[src/rtl/clock_pkg.sv]
// Shared definitions for the time-of-day counter: set-mode encodings,
// field limits and a small decimal-to-BCD helper.
package clock_pkg;

    typedef enum logic [1:0] {
        MODE_RUN     = 2'd0,
        MODE_SET_HR  = 2'd1,
        MODE_SET_MIN = 2'd2
    } mode_e;

    localparam int SEC_MAX  = 59;
    localparam int MIN_MAX  = 59;
    localparam int HR24_MAX = 23;
    localparam int HR12_MIN = 1;
    localparam int HR12_MAX = 12;

    // Converts a value in 0..99 into two packed BCD digits {tens, units}.
    function automatic logic [7:0] to_bcd(input int value);
        logic [3:0] t;
        logic [3:0] u;
        t = 4'(value / 10);
        u = 4'(value % 10);
        return {t, u};
    endfunction

endpackage

[src/rtl/bcd_mod_counter.sv]
// Two-digit BCD counter that wraps from MAX_VAL back to RELOAD_VAL.
// carry_out flags the increment that causes the wrap, so a chain of
// these counters ripples within a single clock edge.
module bcd_mod_counter #(
    parameter int MAX_VAL    = 59,
    parameter int RELOAD_VAL = 0
) (
    input  logic       clk,
    input  logic       reset,
    input  logic       inc,
    input  logic       clear,
    output logic [3:0] tens,
    output logic [3:0] units,
    output logic       carry_out
);

    localparam logic [3:0] MAX_T    = 4'(MAX_VAL / 10);
    localparam logic [3:0] MAX_U    = 4'(MAX_VAL % 10);
    localparam logic [3:0] RELOAD_T = 4'(RELOAD_VAL / 10);
    localparam logic [3:0] RELOAD_U = 4'(RELOAD_VAL % 10);

    logic at_max;

    assign at_max    = (tens == MAX_T) && (units == MAX_U);
    assign carry_out = inc && at_max;

    // Digit registers: reset/clear to 00, otherwise BCD increment with wrap.
    always_ff @(posedge clk) begin
        if (!reset) begin
            tens  <= 4'd0;
            units <= 4'd0;
        end else if (clear) begin
            tens  <= 4'd0;
            units <= 4'd0;
        end else if (inc) begin
            if (at_max) begin
                tens  <= RELOAD_T;
                units <= RELOAD_U;
            end else if (units == 4'd9) begin
                tens  <= tens + 4'd1;
                units <= 4'd0;
            end else begin
                units <= units + 4'd1;
            end
        end
    end

endmodule

[src/rtl/time_of_day_counter.sv]
// Time-of-day core: BCD seconds/minutes/hours driven by a 1 Hz enable
// strobe, with a three-state set mode (RUN / SET_HR / SET_MIN) stepped by
// btn_mode. Handshake note: tick_1hz, btn_mode and btn_inc are one-cycle
// pulses sampled on the clock edge when enable=1; there is no back-pressure,
// and every pulse not taken in that cycle is dropped.
module time_of_day_counter
    import clock_pkg::*;
#(
    parameter bit H24 = 1'b1
) (
    input  logic       clock_50MHZ,
    input  logic       reset,
    input  logic       enable,
    input  logic       tick_1hz,
    input  logic       btn_mode,
    input  logic       btn_inc,
    output logic [3:0] sec_t,
    output logic [3:0] sec_u,
    output logic [3:0] min_t,
    output logic [3:0] min_u,
    output logic [3:0] hr_t,
    output logic [3:0] hr_u,
    output logic       pm,
    output logic [1:0] mode,
    output logic       day_wrap
);

    mode_e mode_q;
    mode_e mode_d;

    logic mode_adv;
    logic run_tick;
    logic sec_clear;
    logic sec_carry;
    logic min_inc;
    logic min_carry;
    logic hr_run_inc;
    logic hr_set_inc;
    logic hr_inc;
    logic hr_wrap;

    // btn_mode beats both btn_inc and tick_1hz in the same cycle.
    assign mode_adv   = enable && btn_mode;
    assign run_tick   = enable && tick_1hz && !btn_mode && (mode_q == MODE_RUN);
    assign sec_clear  = mode_adv && (mode_q == MODE_RUN);
    assign min_inc    = (run_tick && sec_carry) ||
                        (enable && btn_inc && !btn_mode && (mode_q == MODE_SET_MIN));
    assign hr_run_inc = run_tick && min_carry;
    assign hr_set_inc = enable && btn_inc && !btn_mode && (mode_q == MODE_SET_HR);
    assign hr_inc     = hr_run_inc || hr_set_inc;
    assign mode       = mode_q;

    // Set-mode state register.
    always_ff @(posedge clock_50MHZ) begin
        if (!reset) begin
            mode_q <= MODE_RUN;
        end else begin
            mode_q <= mode_d;
        end
    end

    // Next set-mode state: only btn_mode moves the FSM around its ring.
    always_comb begin
        mode_d = mode_q;
        if (mode_adv) begin
            case (mode_q)
                MODE_RUN:    mode_d = MODE_SET_HR;
                MODE_SET_HR: mode_d = MODE_SET_MIN;
                default:     mode_d = MODE_RUN;
            endcase
        end
    end

    bcd_mod_counter #(.MAX_VAL(SEC_MAX), .RELOAD_VAL(0)) u_sec (
        .clk       (clock_50MHZ),
        .reset     (reset),
        .inc       (run_tick),
        .clear     (sec_clear),
        .tens      (sec_t),
        .units     (sec_u),
        .carry_out (sec_carry)
    );

    // In set mode min_carry can fire on a 59->00 wrap, but hr_run_inc
    // only listens to it while running, so set adjustments never carry.
    bcd_mod_counter #(.MAX_VAL(MIN_MAX), .RELOAD_VAL(0)) u_min (
        .clk       (clock_50MHZ),
        .reset     (reset),
        .inc       (min_inc),
        .clear     (1'b0),
        .tens      (min_t),
        .units     (min_u),
        .carry_out (min_carry)
    );

    generate
        if (H24) begin : g_hr24
            logic hr_carry;

            bcd_mod_counter #(.MAX_VAL(HR24_MAX), .RELOAD_VAL(0)) u_hr (
                .clk       (clock_50MHZ),
                .reset     (reset),
                .inc       (hr_inc),
                .clear     (1'b0),
                .tens      (hr_t),
                .units     (hr_u),
                .carry_out (hr_carry)
            );

            assign pm      = 1'b0;
            assign hr_wrap = hr_run_inc && hr_carry;
        end else begin : g_hr12
            localparam logic [7:0] HR_11 = to_bcd(HR12_MAX - 1);
            localparam logic [7:0] HR_12 = to_bcd(HR12_MAX);
            localparam logic [7:0] HR_01 = to_bcd(HR12_MIN);

            logic [7:0] hr_q;
            logic       pm_q;

            assign hr_t    = hr_q[7:4];
            assign hr_u    = hr_q[3:0];
            assign pm      = pm_q;
            assign hr_wrap = hr_run_inc && (hr_q == HR_11) && pm_q;

            // 12-hour sequence 12,01..11 with the AM/PM flip on 11 -> 12.
            always_ff @(posedge clock_50MHZ) begin
                if (!reset) begin
                    hr_q <= HR_12;
                    pm_q <= 1'b0;
                end else if (hr_inc) begin
                    if (hr_q == HR_11) begin
                        hr_q <= HR_12;
                        pm_q <= !pm_q;
                    end else if (hr_q == HR_12) begin
                        hr_q <= HR_01;
                    end else if (hr_q[3:0] == 4'd9) begin
                        hr_q <= {hr_q[7:4] + 4'd1, 4'd0};
                    end else begin
                        hr_q <= {hr_q[7:4], hr_q[3:0] + 4'd1};
                    end
                end
            end
        end
    endgenerate

    // Registered day-start pulse; low whenever enable is low.
    always_ff @(posedge clock_50MHZ) begin
        if (!reset) begin
            day_wrap <= 1'b0;
        end else begin
            day_wrap <= hr_wrap;
        end
    end

endmodule

[config.mk]
export PLATFORM = sky130hd
export DESIGN_NAME = time_of_day_counter
export DESIGN_NICKNAME = d
export VERILOG_FILES = /design/src/rtl/clock_pkg.sv /design/src/rtl/bcd_mod_counter.sv /design/src/rtl/time_of_day_counter.sv
export SDC_FILE = /design/constraint.sdc
export NUM_CORES = 1
export LEC_CHECK = 0
export ABC_AREA = 1
export CAP_MARGIN = 40
export CORE_ASPECT_RATIO = 0.7
export CORE_UTILIZATION = 40
export DETAILED_ROUTE_END_ITERATION = 8
export PLACE_DENSITY_LB_ADDON = 0.3
export RECOVER_POWER = 25
export SLEW_MARGIN = 25
export SYNTH_ARGS = -nofsm -noshare
export SYNTH_HDL_FRONTEND = slang
export SYNTH_SLANG_ARGS = --single-unit
[constraint.sdc]
create_clock -name clock_50MHZ -period 2.14 [get_ports clock_50MHZ]
set_clock_uncertainty 0.15 [all_clocks]
set_input_delay 0.428 -clock clock_50MHZ [delete_from_list [all_inputs] [get_ports clock_50MHZ]]
set_output_delay 0.428 -clock clock_50MHZ [all_outputs]
set_load 0.005 [all_outputs]
==> impl_metrics.json, run 1 <==
{
  "critical_path.slowest_cell": "dlygate4sd3_1",
  "ys_seq_area_frac": 0.365,
  "ys_ff_latch": 27,
  "grt_pass1_vias": 1108,
  "peakVddDrop_mv": 0.271,
  "drtPass1Iterations": 6,
  "tns_ns": 0,
  "rsz0062_at_grt": "no",
  "seq_power_share": 0.582,
  "synthFlopType": "dfxtp_1",
  "avgRoutedWirePerCell_um": 10.5,
  "synthTopCellsByArea": "dfxtp_1 36%, nand2_1 9.4%, ha_1 8.4%, a21oi_1 6.1%, nor2_1 6.1%",
  "cp.arrival_ns": 1.95,
  "post-route-period-util": 0.902,
  "path_class": "input pin to flop",
  "gp_congestion": 0.841,
  "drive_gt1_frac": 0.0966,
  "die_height_um": 52.9,
  "io_pins": 34,
  "ys_warn_count": 0,
  "ctsResizeCount": 0,
  "wl_um": 3030,
  "status": "complete, no violations",
  "setup_viol": 0,
  "syn-mean-instance-area_um2": 7.48,
  "vias": 1369,
  "fillers": 325,
  "grt_max_degree": 17,
  "period_minus_slack_ns": 1.93,
  "min_path_type": "flop to flop",
  "hold_buffers": 0,
  "intPower_w": 0.000673,
  "vias_per_cell": 4.75,
  "clock_power_share": 0.336,
  "maxSlewViolCount": 0,
  "synth_compound_area_frac": 0.0912,
  "synth_top_family_by_area": "simple AND/OR/NAND/NOR gates",
  "final_hold_viol_count": 0,
  "cp_cell_sequence": "dlygate4sd3_1, nand2_1, nor2_1, nand2_1, nand2_8, nand2_2, o21ai_1, nor2_1",
  "antenna_left": 0,
  "fp.dieW_um": 74.7,
  "swShare": 0.237,
  "netlist_area_um2": 1480,
  "drc": 0,
  "drt-initial-drc-count": 62,
  "antenna_found_initial": 0,
  "synth-simple-area-share": 0.341,
  "power_density_nw_per_um2": 454,
  "end_kind": "flop",
  "yosys.area.top_type": "dfxtp_1",
  "max_cap_viol_count": 0,
  "grt_overflow": 0,
  "crit_required_ns": 2.16,
  "power.switching_w": 0.000209,
  "clkTransAtPathRegs_ns": 0.10,
  "placement.io_buffers": 32,
  "num_rows": 18,
  "cts_setup_buffers": 0,
  "p_leak_nw": 0.783,
  "synth_nets": 214,
  "dp_hpwl_um": 2330,
  "crit_fanout": 8,
  "cp-start-kind": "input pin",
  "start_util": 0.419,
  "p_comb_frac": 0.082,
  "synth_top_area_frac": 0.365,
  "clock_path_buffers": 2,
  "synth_common_cells": "37 x nand2_1, 27 x dfxtp_1, 24 x nor2_1, 19 x inv_1, 18 x a21oi_1",
  "insertedDiodeCount": 0,
  "fmax_mhz": 518,
  "cts_buffers": 3,
  "fin_nets": 255,
  "path_buf_inv": 1,
  "synthMuxAreaShare": 0,
  "critical_path.top_delay_family": "simple AND/OR/NAND/NOR gates",
  "async_flop_share": 0,
  "htree_levels": 1,
  "synth_cell_type_count": 30,
  "clkLatencyLatePin_ns": 0.28,
  "syn_inst": 198,
  "die_area_um2": 3950,
  "power_w": 0.000882,
  "grt_pass1_wl_um": 4870,
  "synth_edf_count": 0,
  "max_stage_delay_ns": 0.61,
  "cts-root-buf": "clkbuf_8",
  "synth_fa_ha_area_frac": 0.0845,
  "coreArea_um2": 3540,
  "track_usage": 0.165,
  "synthToLayoutAreaGrowth_pct": 31.2,
  "cts_tree": "built",
  "synth-xor-area-share": 0.0473,
  "clock-sinks": 27,
  "yosysMostFrequentCell": "nand2_1"
}
-- cell type report --
cell class | instances | area (um^2) | area share
clock inverter | 1 | 7.51 | 0.00386
sequential | 27 | 541 | 0.278
tap | 50 | 62.6 | 0.0322
multi-input combinational | 147 | 840 | 0.432
timing repair buffer | 39 | 373 | 0.192
clock buffer | 3 | 41.3 | 0.0212
inverter | 21 | 78.8 | 0.0406
-- power groups by stage --
stage / logic (W) / registers (W) / clock network [W]
floorplan: 0.0000371 / 0.000525 / 0
global placement: 0.0000724 / 0.000525 / 0
detailed placement: 0.0000721 / 0.000525 / 0
CTS: 0.0000727 / 0.000514 / 0.000310
global route: 0.0000808 / 0.000515 / 0.000332
finish: 0.0000723 / 0.000514 / 0.000296
-- metrics by stage --
stage / hold slack, ns / utilization / instance area (um^2) / std cells / worst slack, ns
3_5_place_dp: 0.350 / 0.536 / 1890 / 284 / 0.0170
2_1_floorplan: 0.341 / - / 1480 / 198 / 0.451
6_report: 0.369 / 0.550 / 1940 / 288 / 0.209
3_3_place_gp: 0.345 / 0.536 / 1890 / 284 / 0.0517
4_1_cts: 0.367 / 0.550 / 1940 / 288 / 0.252
5_1_grt: 0.381 / 0.550 / 1940 / 288 / 0.0701
-- tightest hold or removal path, stage by stage, from the launching register on --
cell and delay (ns):
dfxtp_1 0.36, nand2_1 0.08, a21oi_1 0.05
-- state kept, by name (all words and copies together) (netlist names) --
register / count
g_hr24.u_hr.tens: 4
g_hr24.u_hr.units: 4
u_min.tens: 4
u_min.units: 4
u_sec.tens: 4
u_sec.units: 4
mode: 2
day_wrap: 1
-- placed cells by master (no fill, tap or decap), drive strengths merged --
master and n:
dfxtp 27, nand3 18, a211oi 3, xor2 6, inv 20, a21boi 1
conb 1, ha 10, xnor2 2, a21oi 18, clkinv 1, clkdlybuf4s50 25
or2 3, o21ai 3, nor2 27, nand4 3, nand2 42, clkbuf 3
dlygate4sd3 7, nand3b 2, clkinvlp 1, buf 7, nor3 8
-- path summary, 6_finish.rpt --
| path | from | to | slack, ns | cells past startpoint |
|---|---|---|---|---|
| worst max-delay path | enable | u_min.tens[2] | 0.21 | 8 |
| worst min-delay path | g_hr24.u_hr.tens[3] | g_hr24.u_hr.tens[3] | 0.37 | 2 |
| worst max register to register | u_min.units[0] | g_hr24.u_hr.units[2] | 0.33 | 10 |
| worst min register to register | g_hr24.u_hr.tens[3] | g_hr24.u_hr.tens[3] | 0.37 | 2 |
-- layer usage --
layer | share of wire | track usage | up-vias
li1 | - | - | 720
met1 | 0.54 | 0.230 | 614
met2 | 0.40 | 0.246 | 32
met3 | 0.053 | 0.0514 | 3
met4 | 0.0026 | 0.0377 | 0
met5 | 0 | 0 | -
-- cell families after synthesis --
logic type      Yosys count
xor+xnor                  8
simple gates            103
compound gates           25
flops                    27
buf+inv                  24
fa+ha+maj                10
other cells               1
Note: power is estimated with default switching activity, not from simulation.
==> run 2: changes to the inputs <==
--- a/config.mk
+++ b/config.mk
@@ -8,6 +8,7 @@
 export ABC_AREA = 1
 export CAP_MARGIN = 40
 export CORE_ASPECT_RATIO = 0.7
+export CORE_MARGIN = 2
 export CORE_UTILIZATION = 40
 export DETAILED_ROUTE_END_ITERATION = 8
 export PLACE_DENSITY_LB_ADDON = 0.3
==> impl_metrics.json, run 2 (synthesized netlist as in run 1, its figures left out) <==
{
  "post-route-period-util": 0.899,
  "synthToLayoutAreaGrowth_pct": 30.2,
  "gp_congestion": 0.838,
  "fin_nets": 254,
  "drive_gt1_frac": 0.0844,
  "top_layer": "met4",
  "grt_max_degree": 15,
  "p_comb_frac": 0.078,
  "fin_hold_ws_ns": 0.361,
  "p_leak_nw": 0.782,
  "die_height_um": 54.9,
  "peakVddDrop_mv": 0.213,
  "start_util": 0.419,
  "crit_fanout": 14,
  "fmax_mhz": 520,
  "cts_setup_buffers": 0,
  "avgRoutedWirePerCell_um": 10.4,
  "grt_pass1_vias": 1056,
  "max_stage_delay_ns": 0.58,
  "period_minus_slack_ns": 1.92,
  "grt_overflow": 0,
  "crit_required_ns": 2.14,
  "ctsResizeCount": 0,
  "dp_hpwl_um": 2340,
  "coreArea_um2": 3540,
  "die_area_um2": 4210,
  "wl_met1_um": 1630,
  "drc": 0,
  "cp-start-kind": "input pin",
  "wl_um": 2970,
  "drtPass1Iterations": 4,
  "vias": 1340,
  "num_rows": 18,
  "critPathMostFrequentCell": "nand2_4",
  "seq_power_share": 0.590,
  "hold_buffers": 0,
  "vias_per_cell": 4.67,
  "cts-root-buf": "clkbuf_8",
  "ff2ff_setup_slack_ns": 0.33,
  "final_hold_viol_count": 0,
  "route.met2.wl_um": 1170,
  "fp.dieW_um": 76.7,
  "critical_path.slowest_cell": "dlygate4sd3_1",
  "swShare": 0.228,
  "insertedDiodeCount": 0,
  "design_area_um2": 1930,
  "wl_met3_um": 143,
  "final_common_cell": "nand2_1",
  "cts_tree": "built",
  "clkTransAtPathRegs_ns": 0.09,
  "cp_cell_sequence": "dlygate4sd3_1, inv_1, nand3_1, nor2_4, nand2_4, nand2_8, nand2_4, nand2_4, inv_1, nand2_1, a21oi_1",
  "placed_area_um2": 1890,
  "drt-initial-drc-count": 77,
  "min_path_type": "flop to flop",
  "status": "complete, no violations",
  "clock-sinks": 27,
  "intPower_w": 0.000672,
  "max_cap_viol_count": 0,
  "placement.io_buffers": 32,
  "end_kind": "flop",
  "tns_ns": 0,
  "antenna_left": 0,
  "power_density_nw_per_um2": 452,
  "path_class": "input pin to flop",
  "io_pins": 34,
  "clock_power_share": 0.332,
  "antenna_found_initial": 0,
  "rsz0062_at_grt": "no",
  "clock_path_buffers": 2,
  "power.switching_w": 0.000199,
  "cts_buffers": 3,
  "setup_viol": 0,
  "htree_levels": 1,
  "cp.arrival_ns": 1.92,
  "maxSlewViolCount": 0,
  "track_usage": 0.150,
  "mostFrequentLayoutCells": "37 x nand2_1, 27 x dfxtp_1, 24 x nor2_1, 22 x clkdlybuf4s50_1, 19 x inv_1",
  "clkLatencyLatePin_ns": 0.27,
  "grt_pass1_wl_um": 4930
}
==> run 2: cell types whose count changed in the layout (fill, tap and decap cells not counted), sizes merged <==
cell           before  now
buf                 7    5
clkbuf              3    5
clkdlybuf4s50      25   22
clkinvlp            1    0
dlygate4sd3         7   10
==> run 2: cell type report <==
cell class,instances,area [um^2]
flip-flops and latches,27,541
inverters,21,78.8
well taps,50,62.6
fillers,354,1610
multi-input cells,147,840
clock buffers,4,45.0
repair buffers,38,362
==> run 2: path summary, 6_finish.rpt <==
path                       startpoint                    to  cells after the start
setup reg to reg       u_sec.units[0]  g_hr24.u_hr.units[0]                     10
hold / removal    g_hr24.u_hr.tens[3]   g_hr24.u_hr.tens[3]                      2
hold reg to reg   g_hr24.u_hr.tens[3]   g_hr24.u_hr.tens[3]                      2
setup / recovery             btn_mode  g_hr24.u_hr.units[0]                     11
==> run 2: critical path, delay by kind of cell <==
kind / cells / cell delay [ns]
buf+inv: 3 / 0.76
compound gates: 1 / 0.05
simple gates: 7 / 0.67
==> run 2: routing by layer <==
metal,vias to the layer above,GRT usage
li1,724,-
met1,581,0.222
met2,31,0.215
met3,4,0.0406
met4,0,0.0364
met5,-,0
==> run 2: metrics by stage <==
step                power [W]  worst slack [ns]  std cells  utilization
global placement     0.000596            0.0540        283        0.534
finish               0.000871             0.216        287        0.545
detailed placement   0.000596           0.00236        283        0.534
floorplan            0.000562             0.451        198            -
global route         0.000913            0.0916        287        0.545
CTS                  0.000886             0.267        287        0.546
==> run 2: power by group through the flow <==
| stage | logic, W | registers, W | clock network, W |
|---|---|---|---|
| global placement | 0.0000698 | 0.000526 | 0 |
| CTS | 0.0000705 | 0.000515 | 0.000301 |
| global route | 0.0000763 | 0.000516 | 0.000321 |
| detailed placement | 0.0000701 | 0.000526 | 0 |
| finish | 0.0000677 | 0.000514 | 0.000289 |
| floorplan | 0.0000371 | 0.000525 | 0 |
